File: src/rtl/timer_irq_source.sv
// rtl/timer_irq_source.sv - memory-mapped reload timer with sticky IRQ status and free-running SYSTICK
module timer_irq_source #(
  parameter logic [31:0] BASE_ADDR = 32'h4000_0000
) (
  input  logic        clk,
  input  logic        reset,
  input  logic [31:0] addr,
  input  logic [31:0] wdata,
  input  logic        MemRd,
  input  logic        MemWr,
  output logic [31:0] rdata,
  output logic        IRQ
);

  localparam logic [29:0] TH_WORD      = BASE_ADDR[31:2];
  localparam logic [29:0] TL_WORD      = BASE_ADDR[31:2] + 30'd1;
  localparam logic [29:0] TCON_WORD    = BASE_ADDR[31:2] + 30'd2;
  localparam logic [29:0] SYSTICK_WORD = BASE_ADDR[31:2] + 30'd5;

  logic [31:0] th_q, th_d;
  logic [31:0] tl_q, tl_d;
  logic [2:0]  tcon_q, tcon_d;
  logic [31:0] systick_q;
  logic        irq_q;

  logic sel_th, sel_tl, sel_tcon, sel_systick;
  logic ovf;
  logic unused_bits;

  assign sel_th      = (addr[31:2] == TH_WORD);
  assign sel_tl      = (addr[31:2] == TL_WORD);
  assign sel_tcon    = (addr[31:2] == TCON_WORD);
  assign sel_systick = (addr[31:2] == SYSTICK_WORD);
  assign unused_bits = ^{addr[1:0], wdata[31:3]};

  assign ovf = tcon_q[0] && (tl_q == 32'hFFFF_FFFF);

  always_comb begin
    rdata = 32'h0;
    if (MemRd) begin
      if (sel_th)           rdata = th_q;
      else if (sel_tl)      rdata = tl_q;
      else if (sel_tcon)    rdata = {29'd0, tcon_q};
      else if (sel_systick) rdata = systick_q;
    end
  end

  // Counting first, then stores override; a concurrent overflow still ORs into the status bit.
  always_comb begin
    th_d   = th_q;
    tl_d   = tl_q;
    tcon_d = tcon_q;
    if (ovf) begin
      tl_d = th_q;
      if (tcon_q[1]) tcon_d[2] = 1'b1;
    end else if (tcon_q[0]) begin
      tl_d = tl_q + 32'd1;
    end
    if (MemWr) begin
      if (sel_th)   th_d   = wdata;
      if (sel_tl)   tl_d   = wdata;
      if (sel_tcon) tcon_d = {wdata[2] | (ovf & tcon_q[1]), wdata[1:0]};
    end
  end

  always_ff @(posedge clk or posedge reset) begin
    if (reset) begin
      th_q      <= 32'h0;
      tl_q      <= 32'h0;
      tcon_q    <= 3'b000;
      systick_q <= 32'h0;
      irq_q     <= 1'b0;
    end else begin
      th_q      <= th_d;
      tl_q      <= tl_d;
      tcon_q    <= tcon_d;
      systick_q <= systick_q + 32'd1;
      irq_q     <= tcon_q[2] & tcon_q[1];
    end
  end

  assign IRQ = irq_q;

endmodule

File: config.mk
export PLATFORM = sky130hd
export DESIGN_NAME = timer_irq_source
export DESIGN_NICKNAME = d
export VERILOG_FILES = /design/src/rtl/timer_irq_source.sv
export SDC_FILE = /design/constraint.sdc
export NUM_CORES = 1
export LEC_CHECK = 0
export CAP_MARGIN = 40
export CORE_MARGIN = 2
export CORE_UTILIZATION = 40
export CTS_CLUSTER_DIAMETER = 200
export DETAILED_ROUTE_END_ITERATION = 10
export HOLD_SLACK_MARGIN = 0.06
export PLACE_DENSITY = 0.77
export SETUP_SLACK_MARGIN = 0.2
export SLEW_MARGIN = 0
export SYNTH_ARGS = -nofsm -noshare
export SYNTH_HDL_FRONTEND = slang
export SYNTH_SLANG_ARGS = --single-unit
File: constraint.sdc
create_clock -name clk -period 3.07 [get_ports clk]
set_input_delay 0.614 -clock clk [delete_from_list [all_inputs] [get_ports clk]]
set_output_delay 0.614 -clock clk [all_outputs]
set_load 0.01 [all_outputs]
### After elaboration in Yosys (flattened, before gate mapping)

Index checks and enable logic that the tools add are counted.

* $add $sub $neg: 2
* eq/ne operators: 5
* mux-type cells: 13
* bitwise logic cells: 3
* reduce and logical (&&, ||, !) cells: 3

Operators with widths (count)
* 32-bit two-way mux: 9
* 30-bit by 29-bit == test with 1-bit output, second input constant: 4
* 32-bit by 1-bit adder with 32-bit output, second input constant: 2
* 32-bit == test, second input constant: 1
* 3-bit two-way mux: 2
* 2-bit AND reduction: 2
* 1-bit AND: 2
* 1-bit two-way mux: 2
* 1-bit logical AND: 1
* 1-bit OR: 1

* register bits: 100
* input port bits: 68
* output and inout port bits: 33
* logic and storage cells: 32

### Logic depth before layout (Yosys ltp)

Gate-level depths: netlist (run 1).

* word-level depth: 6
* gate-level depth with buffers: 8
* depth with buffers taken out: 7

### Worst setup path before layout (run 1)

OpenSTA, ideal clock, no wires.

* kind: input port to output port
* start point: in addr[12]
* end point: out rdata[0]
* arrival: 2.159 ns
* required time: 2.456 ns
* slack: 0.297 ns
* stages on the path: 6
* path buffers: 0
* cells stage by stage: nor4b_1 -> nand4_1 -> or4_1 -> a21oi_1 -> a21oi_1 -> nor3b_1

* longest elaborated chain between the ends: 6
* elaborated cells between the ends (all ways): 9
* those cells by class: eq/ne: 4; mux: 5

RTL lines
* from (decl): RTL line 7 `input logic [31:0] addr,`
* 30-bit by 29-bit == test with 1-bit output: RTL line 33 `assign sel_systick = (addr[31:2] == SYSTICK_WORD);`
* 32-bit two-way mux: RTL line 44 `else if (sel_systick) rdata = systick_q;`
* 32-bit two-way mux: RTL line 43 `else if (sel_tcon) rdata = {29'd0, tcon_q};`
* 32-bit two-way mux: RTL line 42 `else if (sel_tl) rdata = tl_q;`
* 32-bit two-way mux *: RTL line 41 `if (sel_th) rdata = th_q;`
* 32-bit two-way mux *: RTL line 40 `if (MemRd) begin`
* to (decl): RTL line 11 `output logic [31:0] rdata,`

Every way passes the cells marked *; elsewhere a longest branch is shown, timed or not.

### Final worst setup path (run 1)

* start point: in addr[12]
* end point: out rdata[16]

The elaborated chain is that of the path after synthesis.

==> results of run 1 <==
[layout make-up]
cell class,count,area [um2],share of cell area (%)
multi-input combinational,462,3420,44.8
clock buffer,13,250,3.28
inverter,4,18.8,0.246
tap,184,230,3.02
sequential,100,2500,32.8
timing repair buffer,133,1180,15.5
clock inverter,3,21.3,0.279
[critical path, stage by stage]
cell and delay [ps]:
buf_6 90, nor4b_4 270, nand4_1 160, buf_4 180, nor3_4 180, and2_4 230
buf_12 130, buf_16 130, a22oi_2 90, nor2b_1 110, buf_2 140
[per-layer routing]
layer,vias up,GRT usage (%)
met4,0,8.89
met3,27,4.84
met1,2529,28.3
met5,-,0
li1,2398,-
met2,226,36.8
[power groups by stage]
| stage | sequential [W] | combinational, W | clock [W] |
|---|---|---|---|
| after CTS | 0.00132 | 0.000172 | 0.00108 |
| final | 0.00132 | 0.000172 | 0.00107 |
| after detailed placement | 0.00134 | 0.000178 | 0 |
| after global placement | 0.00134 | 0.000174 | 0 |
| after floorplan | 0.00134 | 0.0000557 | 0 |
| after global routing | 0.00132 | 0.000186 | 0.00115 |
[placed cells by master (no fill, tap or decap), types with 22 or more instances in the layout]
cell             instances
mux2_1                  30
nand2_1                 69
xnor2_1                 39
mux2_2                  32
buf_4                   22
nor2_1                  27
dfrtp_1                100
buf_2                   45
clkdlybuf4s50_1         38
nor2b_1                 31
nand3_1                 30
a22oi_2                 29
[logic make-up (layout without fill, tap and decap cells)]
logic type / count (synthesis) / after routing / synth area share (%)
simple gates: 238 / 238 / 22.3
compound gates: 103 / 103 / 11.2
flops: 100 / 100 / 42.6
mux: 68 / 68 / 12.9
xor+xnor: 51 / 51 / 7.61
buf+inv: 34 / 153 / 2.94
fa+ha+maj: 2 / 2 / 0.426
[what timing repair did]
item,4_1_cts,5_1_grt
pin swaps,30,22
buffers inserted,4,1
gates resized for setup,243,25
gates cloned,4,0
endpoints found under the setup margin,32,32
[path summary, 6_finish.rpt]
kind	startpoint	to	cells past startpoint
setup / recovery	addr[12]	rdata[16]	11
hold / removal	systick_q[31]$_DFF_PP0_	systick_q[31]$_DFF_PP0_	1
setup reg to reg	tl_q[0]$_DFF_PP0_	tl_q[15]$_DFF_PP0_	7
hold reg to reg	systick_q[31]$_DFF_PP0_	systick_q[31]$_DFF_PP0_	1
max in group asynchronous	reset	th_q[16]$_DFFE_PP0P_	3
min in group asynchronous	reset	th_q[6]$_DFFE_PP0P_	3
[per-stage QoR]
stage / utilization (%) / hold slack, ps / instances / setup TNS (ps) / power [W]
floorplan: - / 440 / 596 / 0 / 0.00140
global placement: 49.7 / 460 / 874 / -17230 / 0.00152
detailed placement: 49.7 / 472 / 874 / -20590 / 0.00152
CTS: 52.3 / 485 / 898 / 0 / 0.00257
global route: 52.9 / 487 / 899 / -18.3 / 0.00265
finish: 52.9 / 480 / 899 / 0 / 0.00256
[state kept, by name, summed over array words and instances, names as in the netlist]
signal / count
th_q: 32
IRQ: 1
tl_q: 32
systick_q: 32
tcon_q: 3
==> metrics.yaml, run 1 <==
drt_iter0_markers: 333
crit_path_end_kind: "primary output"
cts_tree: "built"
final_hold_viol_count: 0
num_vias: 5180
p_clk_share_pct: 41.9
final_antenna_net_count: 0
maxCapViolations: 0
setup_viol: 0
antenna_found_initial: 0
antenna_cells: 0
rows: 44
fp.dieW_um: 125
pre_cts_slack_ps: -681
drv_slew: 0
drive_gt1_share_pct: 25.9
post-route-cell-area_um2: 7620
yosys-top-cells-count: "100 x dfrtp_1, 69 x nand2_1, 39 x xnor2_1"
ys_async_sr_fraction_pct: 100
slew_headroom_pct: 54.8
coreArea_um2: 14400
grt_pass1_vias: 5369
routedWlPerCell_um: 19.0
yosysTopAreaCellShare_pct: 42.6
p_per_area_nw_per_um2: 336
arrival_ps: 2340
synth-edff-count: 0
cp_max_fo: 7
pwr-share-comb_pct: 6.7
ir_drop_v: 0.000221
clkLatencyLatePin_ps: 350
net-switching-power_w: 0.000575
numCtsBuffers: 9
top_layer_used: "met4"
met1_length_mm: 7.04
cp-start-kind: "input port"
fin_crit_sh_pct: 96.3
ctsHoldBuffers: 0
grt_pass1_wl_mm: 27.7
internal-power_w: 0.00199
wl_mm: 17.1
io_buffers: 98
die_h_um: 125
yosysUniqueCellTypes: 47
synth_fp_nets: 666
grt.overflow.total: 0
hpwlAfterDp_mm: 11.5
synth-seq-area-share_pct: 42.6
worstSetupPathType: "in2out"
cts.sinks: 100
dieArea_um2: 15700
worst_slack_ps: 113
place_congestion: 0.933
reg2reg_slack_ps: 610
syn-cell-area_um2: 5870
avgSynthCellArea_um2: 9.85
finalClockSkew_ps: 7.77
cts_root_buf: "clkbuf_16"
p_leak_nw: 3.30
grtUsageTotal_pct: 22.2
ys_warn_count: 0
syn_inst: 596
grt_max_degree: 101
viasPerCell: 5.76
htreeDepth: 3
swShare_pct: 22.4
cp.required_ps: 2460
placedInstanceArea_um2: 7170
max_slew.worst_pin.slew_ps: 671
rsz0062_at_grt: "yes"
met3_wirelength_mm: 1.25
area_delta_synth_final_pct: 29.9
yosysTopAreaCell: "dfrtp_1"
ys_seq_elements: 100
clk_pin_slew_worst_paths_ps: 70
ys.flop_type: "dfrtp_1"
fillers: 1276
wl_met2_mm: 8.46
period_minus_slack_ps: 2960
synth_area_leaders: "dfrtp_1 43%, mux2_2 6.1%, xnor2_1 5.8%"
hold_class: "reg2reg"
first_pass_iters: 5
yosysMostFrequentCell: "dfrtp_1"
ios: 101
cts_max_path_buffers: 2
max_freq_ghz: 0.338
final_nets: 780
status: "completed"
drc_errors: 0
start_util_pct: 40.7
seq_power_share_pct: 51.4
Note: power is estimated with default switching activity, not from simulation.
==> run 2: changes to the inputs <==
--- a/config.mk
+++ b/config.mk
@@ -6,13 +6,16 @@
 export NUM_CORES = 1
 export LEC_CHECK = 0
 export CAP_MARGIN = 40
-export CORE_MARGIN = 2
-export CORE_UTILIZATION = 40
+export CELL_PAD_IN_SITES_DETAIL_PLACEMENT = 1
+export CELL_PAD_IN_SITES_GLOBAL_PLACEMENT = 1
+export CORE_MARGIN = 5
+export CORE_UTILIZATION = 37
 export CTS_CLUSTER_DIAMETER = 200
 export DETAILED_ROUTE_END_ITERATION = 10
 export HOLD_SLACK_MARGIN = 0.06
-export PLACE_DENSITY = 0.77
+export PLACE_DENSITY = 0.87
 export SETUP_SLACK_MARGIN = 0.2
+export SKIP_LAST_GASP = 1
 export SLEW_MARGIN = 0
 export SYNTH_ARGS = -nofsm -noshare
 export SYNTH_HDL_FRONTEND = slang
==> metrics.yaml, run 2 (same netlist as run 1, synthesis figures left out) <==
ctsHoldBuffers: 0  # unchanged
grt.overflow.total: 0  # unchanged
slew_headroom_pct: 56.8  # +1.9 points
grt-busiest-layer: "met2"
grt_max_degree: 101  # unchanged
grt_pass1_wl_mm: 32.0  # +15%
hpwlAfterDp_mm: 13.9  # +21%
place_congestion: 0.849  # -9.0%
seq_power_share_pct: 49.1  # -2.3 points
use_met3_pct: 6.51  # +1.7 points
mostFrequentLayoutCells: "100 x dfrtp_1, 68 x nand2_1, 41 x buf_2"
setup_viol: 0  # unchanged
antenna_found_initial: 0  # unchanged
crit_buf_inv: 5  # unchanged
holdWs_ps: 493  # +13.1 ps
drive_gt1_share_pct: 25.9  # +0.031 points
dieArea_um2: 18500  # +18%
max_slew.worst_pin.slew_ps: 646  # -25.0 ps
internal-power_w: 0.00207  # +4.1%
maxCapViolations: 0  # unchanged
crit_family: "simple AND/OR/NAND/NOR gates"
num_vias: 5294  # +2.2%
clk_pin_slew_worst_paths_ps: 70  # about the same
crit_slowest_cell: "nor4_4"
period_minus_slack_ps: 3010  # +52.1 ps
fp.dieW_um: 136  # +8.6%
numCtsBuffers: 9  # unchanged
post-route-cell-area_um2: 7720  # +1.2%
first_pass_iters: 4  # -1
cts_tree: "built"
critPathMaxStageDelay_ps: 270  # about the same
rows: 46  # +4.5%
p_leak_nw: 3.33  # +0.97%
max_freq_ghz: 0.332  # -1.7%
worstSetupPathType: "in2out"
final_common_cell: "dfrtp_1"
finalClockSkew_ps: 11.9  # +4.15 ps
drc_errors: 0  # unchanged
net-switching-power_w: 0.000612  # +6.4%
ir_drop_v: 0.000299  # +36%
cts_max_path_buffers: 2  # unchanged
htreeDepth: 3  # unchanged
drv_slew: 0  # unchanged
placedInstanceArea_um2: 7210  # +0.49%
die_h_um: 136  # +8.6%
pwr-share-comb_pct: 6.8  # about the same
fin_crit_sh_pct: 98.0  # +1.7 points
final_nets: 783  # +0.38%
cp_max_fo: 8  # +1
ios: 101  # unchanged
wl_mm: 20.4  # +19%
drt_iter0_markers: 406  # +22%
p_clk_share_pct: 44.1  # +2.2 points
final_antenna_net_count: 0  # unchanged
cts_root_buf: "clkbuf_16"
start_util_pct: 37.4  # -3.3 points
fillers: 1740  # +36%
area_delta_synth_final_pct: 31.4
cpMostUsedCell: "buf_4"
grtUsageTotal_pct: 22.1  # -0.023 points
viasPerCell: 5.67  # -1.6%
clkLatencyLatePin_ps: 360  # about the same
arrival_ps: 2400  # +60 ps
routedWlPerCell_um: 21.8  # +15%
grt_pass1_vias: 5917  # +10%
dpl.cell_count: 907  # +3.8%
reg_top3: "systick_q (32), th_q (32), tl_q (32)"
power.total_w: 0.00268  # +4.6%
hold_class: "reg2reg"
cp.required_ps: 2460  # about the same
fin_setup_tns_ps: 0  # unchanged
p_per_area_nw_per_um2: 347  # +3.4%
io_buffers: 98  # unchanged
antenna_cells: 0  # unchanged
rsz0062_at_grt: "yes"
stdcell_count: 934  # +3.9%
status: "completed"
cp_cell_sequence: "buf_6, nor4_4, nand4_1, buf_4, nor3_4, and2_4, buf_4, buf_12, a22oi_2, nor2b_1, buf_2"
final_hold_viol_count: 0  # unchanged
met1_usage_pct: 26.1  # -2.2 points
swShare_pct: 22.8  # +0.39 points
cp-start-kind: "input port"
coreArea_um2: 15700  # +8.9%
crit_path_end_kind: "primary output"
met2_usage_pct: 39.0  # +2.3 points
cts.sinks: 100  # unchanged
run 2: cell types whose count changed in the layout (fill, tap and decap cells not counted), moves of 3 or more:
cell,delta
a21oi_2,-3
nor4_4,+5
buf_4,+3
a22oi_2,-4
buf_6,+10
a21oi_1,+3
nor4_2,-5
a22oi_1,+4
buf_2,-4
run 2: area by class of cell:
class	count	area, um2	share of cell area [%]
Sequential cell	100	2500	32.4
Tap cell	216	270	3.50
Inverter	4	18.8	0.243
Multi-Input combinational cell	462	3440	44.6
Clock buffer	12	246	3.19
Clock inverter	4	48.8	0.632
Timing Repair Buffer	136	1190	15.4
run 2: stage by stage:
step / worst slack, ps / util, %
2_1_floorplan: 297 / -
3_3_place_gp: -731 / 45.9
3_5_place_dp: -805 / 45.9
4_1_cts: 143 / 48.1
5_1_grt: -38.8 / 49.1
6_report: 60.5 / 49.1
run 2: path summary, 6_finish.rpt:
kind / cells after the start / slack [ps] / to / start
hold / removal: 1 / 490 / systick_q[31]$_DFF_PP0_ / systick_q[31]$_DFF_PP0_
setup reg to reg: 8 / 600 / tl_q[11]$_DFF_PP0_ / tl_q[0]$_DFF_PP0_
setup / recovery: 11 / 60 / rdata[20] / addr[16]
min in group asynchronous: 3 / 760 / th_q[18]$_DFFE_PP0P_ / reset
hold reg to reg: 1 / 490 / systick_q[31]$_DFF_PP0_ / systick_q[31]$_DFF_PP0_
max in group asynchronous: 3 / 1890 / IRQ$_DFF_PP0_ / reset
run 2: what timing repair did:
item | CTS | global route
gates resized for setup | 261 | 30
buffers inserted | 6 | 2
setup endpoints to repair | 32 | 32
pin swaps | 17 | 22
cloned | 3 | 0
run 2: power groups by stage:
stage	registers, W	logic, W	clock network (W)
final	0.00132	0.000182	0.00118
after global routing	0.00132	0.000197	0.00125
after CTS	0.00132	0.000179	0.00119
after detailed placement	0.00134	0.000179	0
after global placement	0.00134	0.000175	0
after floorplan	0.00134	0.0000557	0
run 2: metal layers:
metal | routed length (um) | up-vias
li1 | - | 2402
met1 | 8270 | 2678
met2 | 10500 | 183
met3 | 1230 | 31
met4 | 321 | 0
met5 | 0 | -
